**config.mk**
```make
export PLATFORM = sky130hd
export DESIGN_NAME = ac_store_drain
export DESIGN_NICKNAME = d
export VERILOG_FILES = /design/src/rtl/ac_store_drain.sv
export SDC_FILE = /design/constraint.sdc
export NUM_CORES = 1
export LEC_CHECK = 0
export CORE_AREA = 2 2 77 152
export DETAILED_ROUTE_END_ITERATION = 7
export DIE_AREA = 0 0 79 154
export GPL_ROUTABILITY_DRIVEN = 0
export PLACE_DENSITY = 0.77
export SKIP_LAST_GASP = 1
export SLEW_MARGIN = 25
export SYNTH_ARGS = -nofsm -noshare
export SYNTH_HDL_FRONTEND = slang
export SYNTH_SLANG_ARGS = --single-unit
export TNS_END_PERCENT = 1
```
**constraint.sdc**
```tcl
create_clock -name clk -period 5.5 [get_ports clk]
set_input_delay 1.1 -clock clk [delete_from_list [all_inputs] [get_ports clk]]
set_output_delay 1.1 -clock clk [all_outputs]
set_load 0.1 [all_outputs]
```
**src/rtl/ac_store_drain.sv**
```systemverilog
// Store drain buffer: queues {addr,data} stores and writes them to memory in FIFO order (opt. AC_STORE_DRAIN_BYPASS_EN).
// Latency: head is presented the cycle after its push (same cycle via bypass); each pop takes one mem_ack.
// Backpressure: mem_we holds the head stable until mem_ack; stores arriving while full are dropped and set sticky ovf.
module ac_store_drain #(
   parameter int WIDTH = 16,
   parameter int DEPTH = 4
) (
   input  logic             clk,
   input  logic             rst_b,
   input  logic             st_en,
   input  logic [WIDTH-1:0] st_addr,
   input  logic [WIDTH-1:0] st_data,
   output logic             full,
   output logic             empty,
   output logic             ovf,
   output logic             mem_we,
   output logic [WIDTH-1:0] mem_addr,
   output logic [WIDTH-1:0] mem_din,
   input  logic             mem_ack
);

   localparam int AW = (DEPTH > 1) ? $clog2(DEPTH) : 1;
   localparam logic [AW:0] CNT_FULL = (AW+1)'(DEPTH);

   logic [AW:0]      count_q;
   logic [AW-1:0]    rd_q;
   logic [AW-1:0]    wr_q;
   logic             ovf_q;
   logic [WIDTH-1:0] addr_mem [DEPTH];
   logic [WIDTH-1:0] data_mem [DEPTH];
   logic             push;
   logic             pop;
   logic             byp;

   assign full  = (count_q == CNT_FULL);
   assign empty = (count_q == '0);
   assign ovf   = ovf_q;

`ifdef AC_STORE_DRAIN_BYPASS_EN
   // rst_b gate keeps mem_we low during reset even if st_en is asserted
   assign byp = empty & st_en & rst_b;
`else
   assign byp = 1'b0;
`endif

   assign pop  = ~empty & mem_ack;
   assign push = st_en & ~full & ~(byp & mem_ack);

   always_comb begin
      mem_we   = 1'b0;
      mem_addr = '0;
      mem_din  = '0;
      if (!empty) begin
         mem_we   = 1'b1;
         mem_addr = addr_mem[rd_q];
         mem_din  = data_mem[rd_q];
      end else if (byp) begin
         mem_we   = 1'b1;
         mem_addr = st_addr;
         mem_din  = st_data;
      end
   end

   always_ff @(posedge clk or negedge rst_b) begin
      if (!rst_b) begin
         count_q <= '0;
         rd_q    <= '0;
         wr_q    <= '0;
         ovf_q   <= 1'b0;
      end else begin
         if (push) wr_q <= wr_q + AW'(1);
         if (pop)  rd_q <= rd_q + AW'(1);
         case ({push, pop})
            2'b10:   count_q <= count_q + (AW+1)'(1);
            2'b01:   count_q <= count_q - (AW+1)'(1);
            default: count_q <= count_q;
         endcase
         if (st_en && full) ovf_q <= 1'b1;
      end
   end

   // Storage is deliberately unreset; entries are only visible while count is nonzero
   always_ff @(posedge clk) begin
      if (push) begin
         addr_mem[wr_q] <= st_addr;
         data_mem[wr_q] <= st_data;
      end
   end

endmodule

```
==> impl_metrics.ini, run 1 <==
[synthesis]
synthAdderAreaFrac_pct = 1.547
synth_area_sq_um = 5339
netlist_top_cells_area = edfxtp_1, mux4_2, and2_1
ys_warn_count = 0
synth.yosys.seq_area_share_pct = 75.74
synth_top_area_share_pct = 71.99
postSynthNetCount = 286
synth_top_family_by_area = multiplexers
async_flop_share_pct = 5.882
synth_mux_area_share_pct = 14.18
synth_edf_count = 128
syn_inst = 244
ys_top_cells_by_count = edfxtp_1, and2_1, mux4_2
synth_top_area_cell = edfxtp_1
synth-simple-area-share_pct = 4.921
synth-xor-area-share_pct = 0.9843
synth_ff_type = edfxtp_1
ys_types = 22
synth_seq_cells = 136
synth.most_common_cell = edfxtp_1
syn_area_per_cell_sq_um = 21.88
synth_compound_area_share_pct = 0.1406

[cts]
insertion_delay_ns = 0.41
clock_path_buffers = 2
cts_made_buffers = 17
clk_pin_slew_worst_paths_ns = 0.05
cts_tree = yes
cts_sinks = 136
root_buffer = clkbuf_16
hold_buffers = 0
post_cts_buffers = 0
ctsHtreeMaxLevel = 4
cts_resized = 0

[worst_hold_path]
min_to = ovf
worstHoldStart = ovf
min_path_type = reg -> reg
whs_path_depth = 1

[timing]
finClkSkew_ns = 0.006196
max-slew-margin-rel_pct = 32.58
finalCriticalPeriod_ns = 4.444
finalHoldViolations = 0
finalCritPeriodShare_pct = 80.81
worst_pin_slew_ns = 1.008
setup_viol = 0
rsz0062_at_grt = false
final_max_slew_viol_count = 0
max_freq_mhz = 225.0
setup_tns_ns = 0

[die]
dieHeight_um = 154
ios = 72
start_util_pct = 48.78
num_rows = 54
core_sq_um = 10950
die_w_um = 79
die_area_sq_um = 12170

[setup_path]
path_cells = buf_4 > mux4_2 > and2_1 > clkdlybuf4s50_1
r2r_cells = 8
r2r-end = count_q[2]
rrSetupSlack_ns = 3.05
worstPathMaxFanout = 27
crit_path_max_incr_delay_ns = 0.97
cp.arrival_ns = 3.34
r2r_start = count_q[0]
path_buf_inv = 2
cp_slowest_cell = clkdlybuf4s50_1
endpoint_kind = primary output
critPathTopFamily = buffers and inverters
critPathKind = reg -> out
critPathLaunchType = flop
critPathRequiredTime_ns = 4.40

[cells_and_area]
antennaDiodeCount = 0
syn_to_final_growth_pct = 26.76
final_nets = 365
drive_gt1_share_pct = 19.70
fin_cells = 475

[global_route]
grtUsageMet3_pct = 5.164
met1_usage_pct = 18.20
grt_usage_pct = 16.51
antenna_found_initial = 0
grt_remaining_overflow = 0
use_met2_pct = 28.81
grt_pass1_wl_um = 14370
grt_pass1_vias = 2734
grt_max_degree = 37
busiest_layer = met2

[detailed_routing]
firstDrtPassIters = 4
wl_per_cell_um = 19.02
drt_iter0_markers = 125
drt-total-wl_um = 9035
viasPerCell = 5.240
dr_total_vias = 2489
drc = 0
ant_nets = 0

[placement]
dp_hpwl_um = 5460
post-place-cells = 444
numPortBuffers = 71

[status]
run_status = completed

[run]
maxCapViolations = 0
==> layout by cell type (no fill, tap or decap), types with 4 or more instances in the layout <==
cell | Yosys | final
and2_1 | 37 | 33
and2_2 | 0 | 4
bufinv_16 | 0 | 5
clkbuf_16 | 0 | 17
clkdlybuf4s50_1 | 0 | 71
dfrtp_1 | 8 | 6
edfxtp_1 | 128 | 128
ha_1 | 5 | 5
inv_1 | 7 | 7
mux4_1 | 4 | 4
mux4_2 | 28 | 28
==> layer usage <==
| layer | wire length (um) | up-vias |
|---|---|---|
| li1 | - | 1127 |
| met1 | 3484 | 1281 |
| met4 | 161 | 0 |
| met2 | 5023 | 67 |
| met3 | 366 | 14 |
| met5 | 0 | - |
==> per-stage QoR <==
step	instance area [sq um]	hold slack (ns)	worst slack [ns]	utilization, %
2_1_floorplan	5339	0.4471	1.306	-
3_3_place_gp	6133	0.4444	1.400	56.04
3_5_place_dp	6135	0.4518	1.410	56.05
4_1_cts	6768	0.4664	0.9602	61.83
5_1_grt	6768	0.4787	0.8479	61.83
6_report	6768	0.4636	1.056	61.83
==> layout make-up <==
type                    instances  area, sq um
fillers                       797         4178
flip-flops and latches        136         4046
multi-input cells              89         1169
clock buffers                  18        429.2
clock inverters                13        203.9
inverters                       7        26.28
well taps                     140        175.2
repair buffers                 72        718.2
==> registers in the layout, summed over array words and instances (netlist names) <==
register	count
wr_q	2
data_mem	64
ovf	1
addr_mem	64
count_q	3
rd_q	2
==> worst max-delay path by stage <==
stage                    start           to  slack (ns)  depth (start not counted)
floorplan           count_q[0]   count_q[2]        1.31                          9
global placement       rd_q[0]   mem_din[9]        1.40                          4
detailed placement     rd_q[0]  mem_din[10]        1.41                          4
CTS                    rd_q[0]   mem_din[9]        0.96                          4
global route           rd_q[0]  mem_din[10]        0.85                          4
finish                 rd_q[0]   mem_din[9]        1.06                          4
==> cell families (layout without fill, tap and decap cells) <==
logic type | after synthesis | count (layout)
AOI/OAI and AO/OA | 1 | 1
buffers and inverters | 19 | 110
xor gates and xnor gates | 6 | 6
muxes | 34 | 34
adders and majority gates | 6 | 6
DFF | 136 | 136
and+or+nand+nor | 42 | 42
Power of run 1 is not shown: default switching activity piles up to over one toggle a cycle in this logic, so the estimate is an artifact.
==> inputs of run 2 (changes only) <==
--- a/config.mk
+++ b/config.mk
@@ -5,11 +5,11 @@
 export SDC_FILE = /design/constraint.sdc
 export NUM_CORES = 1
 export LEC_CHECK = 0
-export CORE_AREA = 2 2 77 152
+export CORE_AREA = 2 2 77 153
 export DETAILED_ROUTE_END_ITERATION = 7
-export DIE_AREA = 0 0 79 154
+export DIE_AREA = 0 0 79 155
 export GPL_ROUTABILITY_DRIVEN = 0
-export PLACE_DENSITY = 0.77
+export PLACE_DENSITY = 0.79
 export SKIP_LAST_GASP = 1
 export SLEW_MARGIN = 25
 export SYNTH_ARGS = -nofsm -noshare
==> constraint.sdc (replaced) <==
create_clock -name clk -period 4 [get_ports clk]
set_input_delay 0.8 -clock clk [delete_from_list [all_inputs] [get_ports clk]]
set_output_delay 0.8 -clock clk [all_outputs]
set_load 0.1 [all_outputs]
==> impl_metrics.ini, run 2 (synthesized netlist as in run 1, its figures left out) <==
[status]
run_status = completed

[timing]
finalCritPeriodShare_pct = 81.44
rsz0062_at_grt = false
worst_pin_slew_ns = 0.9688
final_max_slew_viol_count = 0
max_freq_mhz = 307.0
setup_tns_ns = 0
hold_slack_ns = 0.4663
finalCriticalPeriod_ns = 3.258
finClkSkew_ns = 0.009918
setup_viol = 0
max-slew-margin-rel_pct = 35.21
finalHoldViolations = 0

[detailed_routing]
viasPerCell = 5.294
firstDrtPassIters = 4
drt_iter0_markers = 200
drc = 0
dr_total_vias = 2536
drt-total-wl_um = 9560
wl_per_cell_um = 19.96
ant_nets = 0

[cells_and_area]
multi_input_area_sq_um = 1174
regArea_sq_um = 4045
final_nets = 367
mostFrequentLayoutCell = edfxtp_1
syn_to_final_growth_pct = 24.35
drive_gt1_share_pct = 29.38
mostFrequentLayoutCells = edfxtp_1, clkdlybuf4s50_1, buf_4
reg_top3 = addr_mem x64, data_mem x64, count_q x3
n_fill_cell = 811
antennaDiodeCount = 0

[setup_path]
cp_slowest_cell = dfrtp_2
cp.arrival_ns = 2.46
endpoint_kind = primary output
path_cells = buf_4 > mux4_2 > and2_1 > buf_4
crit_path_max_incr_delay_ns = 0.78
crit_top_cell = buf_4
critPathRequiredTime_ns = 3.20
critPathLaunchType = flop
critPathKind = reg -> out
worstPathMaxFanout = 21

[cts]
cts_sinks = 136
clock_path_buffers = 2
post_cts_buffers = 0
cts_tree = yes
root_buffer = clkbuf_16
clk_pin_slew_worst_paths_ns = 0.05
cts_made_buffers = 17
insertion_delay_ns = 0.41
ctsHtreeMaxLevel = 4
hold_buffers = 0
cts_resized = 0

[die]
dieHeight_um = 155
die_area_sq_um = 12250
die_w_um = 79
start_util_pct = 47.89
core_sq_um = 11150
num_rows = 55
ios = 72

[placement]
dp_hpwl_um = 5651
numPortBuffers = 71

[worst_hold_path]
min_path_type = reg -> reg

[global_route]
grt_max_degree = 37
grt_usage_pct = 16.93
grt_pass1_wl_um = 15080
grt_pass1_vias = 2916
antenna_found_initial = 0
grt_remaining_overflow = 0

[run]
maxCapViolations = 0
run 2: worst paths after layout:
check | from | end | slack [ns] | depth (start not counted)
max reg2reg | count_q[0] | count_q[2] | 1.46 | 8
max | rd_q[0] | mem_addr[7] | 0.74 | 4
max in group asynchronous | rst_b | rd_q[0] | 2.98 | 1
min in group asynchronous | rst_b | wr_q[1] | 0.69 | 1
min reg2reg | ovf | ovf | 0.47 | 1
min | ovf | ovf | 0.47 | 1
run 2: area by class of cell:
type                    instances  area share, %
clock buffers                  20          6.577
clock inverters                11          1.979
inverters                       7         0.3958
multi-input cells              89          17.68
flip-flops and latches        136          60.93
well taps                     142          2.676
repair buffers                 74          9.763
run 2: worst max-delay path: cells and delay by family (launching register included):
family	cells	cell delay, ns
buffers and inverters	2	0.57
flip-flops	1	0.78
AND/OR/NAND/NOR	1	0.18
multiplexers	1	0.53
run 2: per-stage QoR:
step | util (%) | std cells | instance area [sq um] | worst slack [ns]
6_report | 59.55 | 479 | 6639 | 0.7422
3_5_place_dp | 54.46 | 448 | 6071 | 1.109
4_1_cts | 59.55 | 479 | 6639 | 0.6563
3_3_place_gp | 54.44 | 448 | 6070 | 1.137
5_1_grt | 59.55 | 479 | 6639 | 0.5914
2_1_floorplan | - | 244 | 5344 | 0.7072
run 2: metal layers:
layer / GRT usage [%] / wire length, um / up-vias
li1: - / - / 1128
met1: 19.64 / 3753 / 1298
met2: 29.02 / 5134 / 93
met3: 5.336 / 534 / 17
met4: 6.650 / 137 / 0
met5: 0 / 0 / -
Power of run 2 is left out for the same reason.
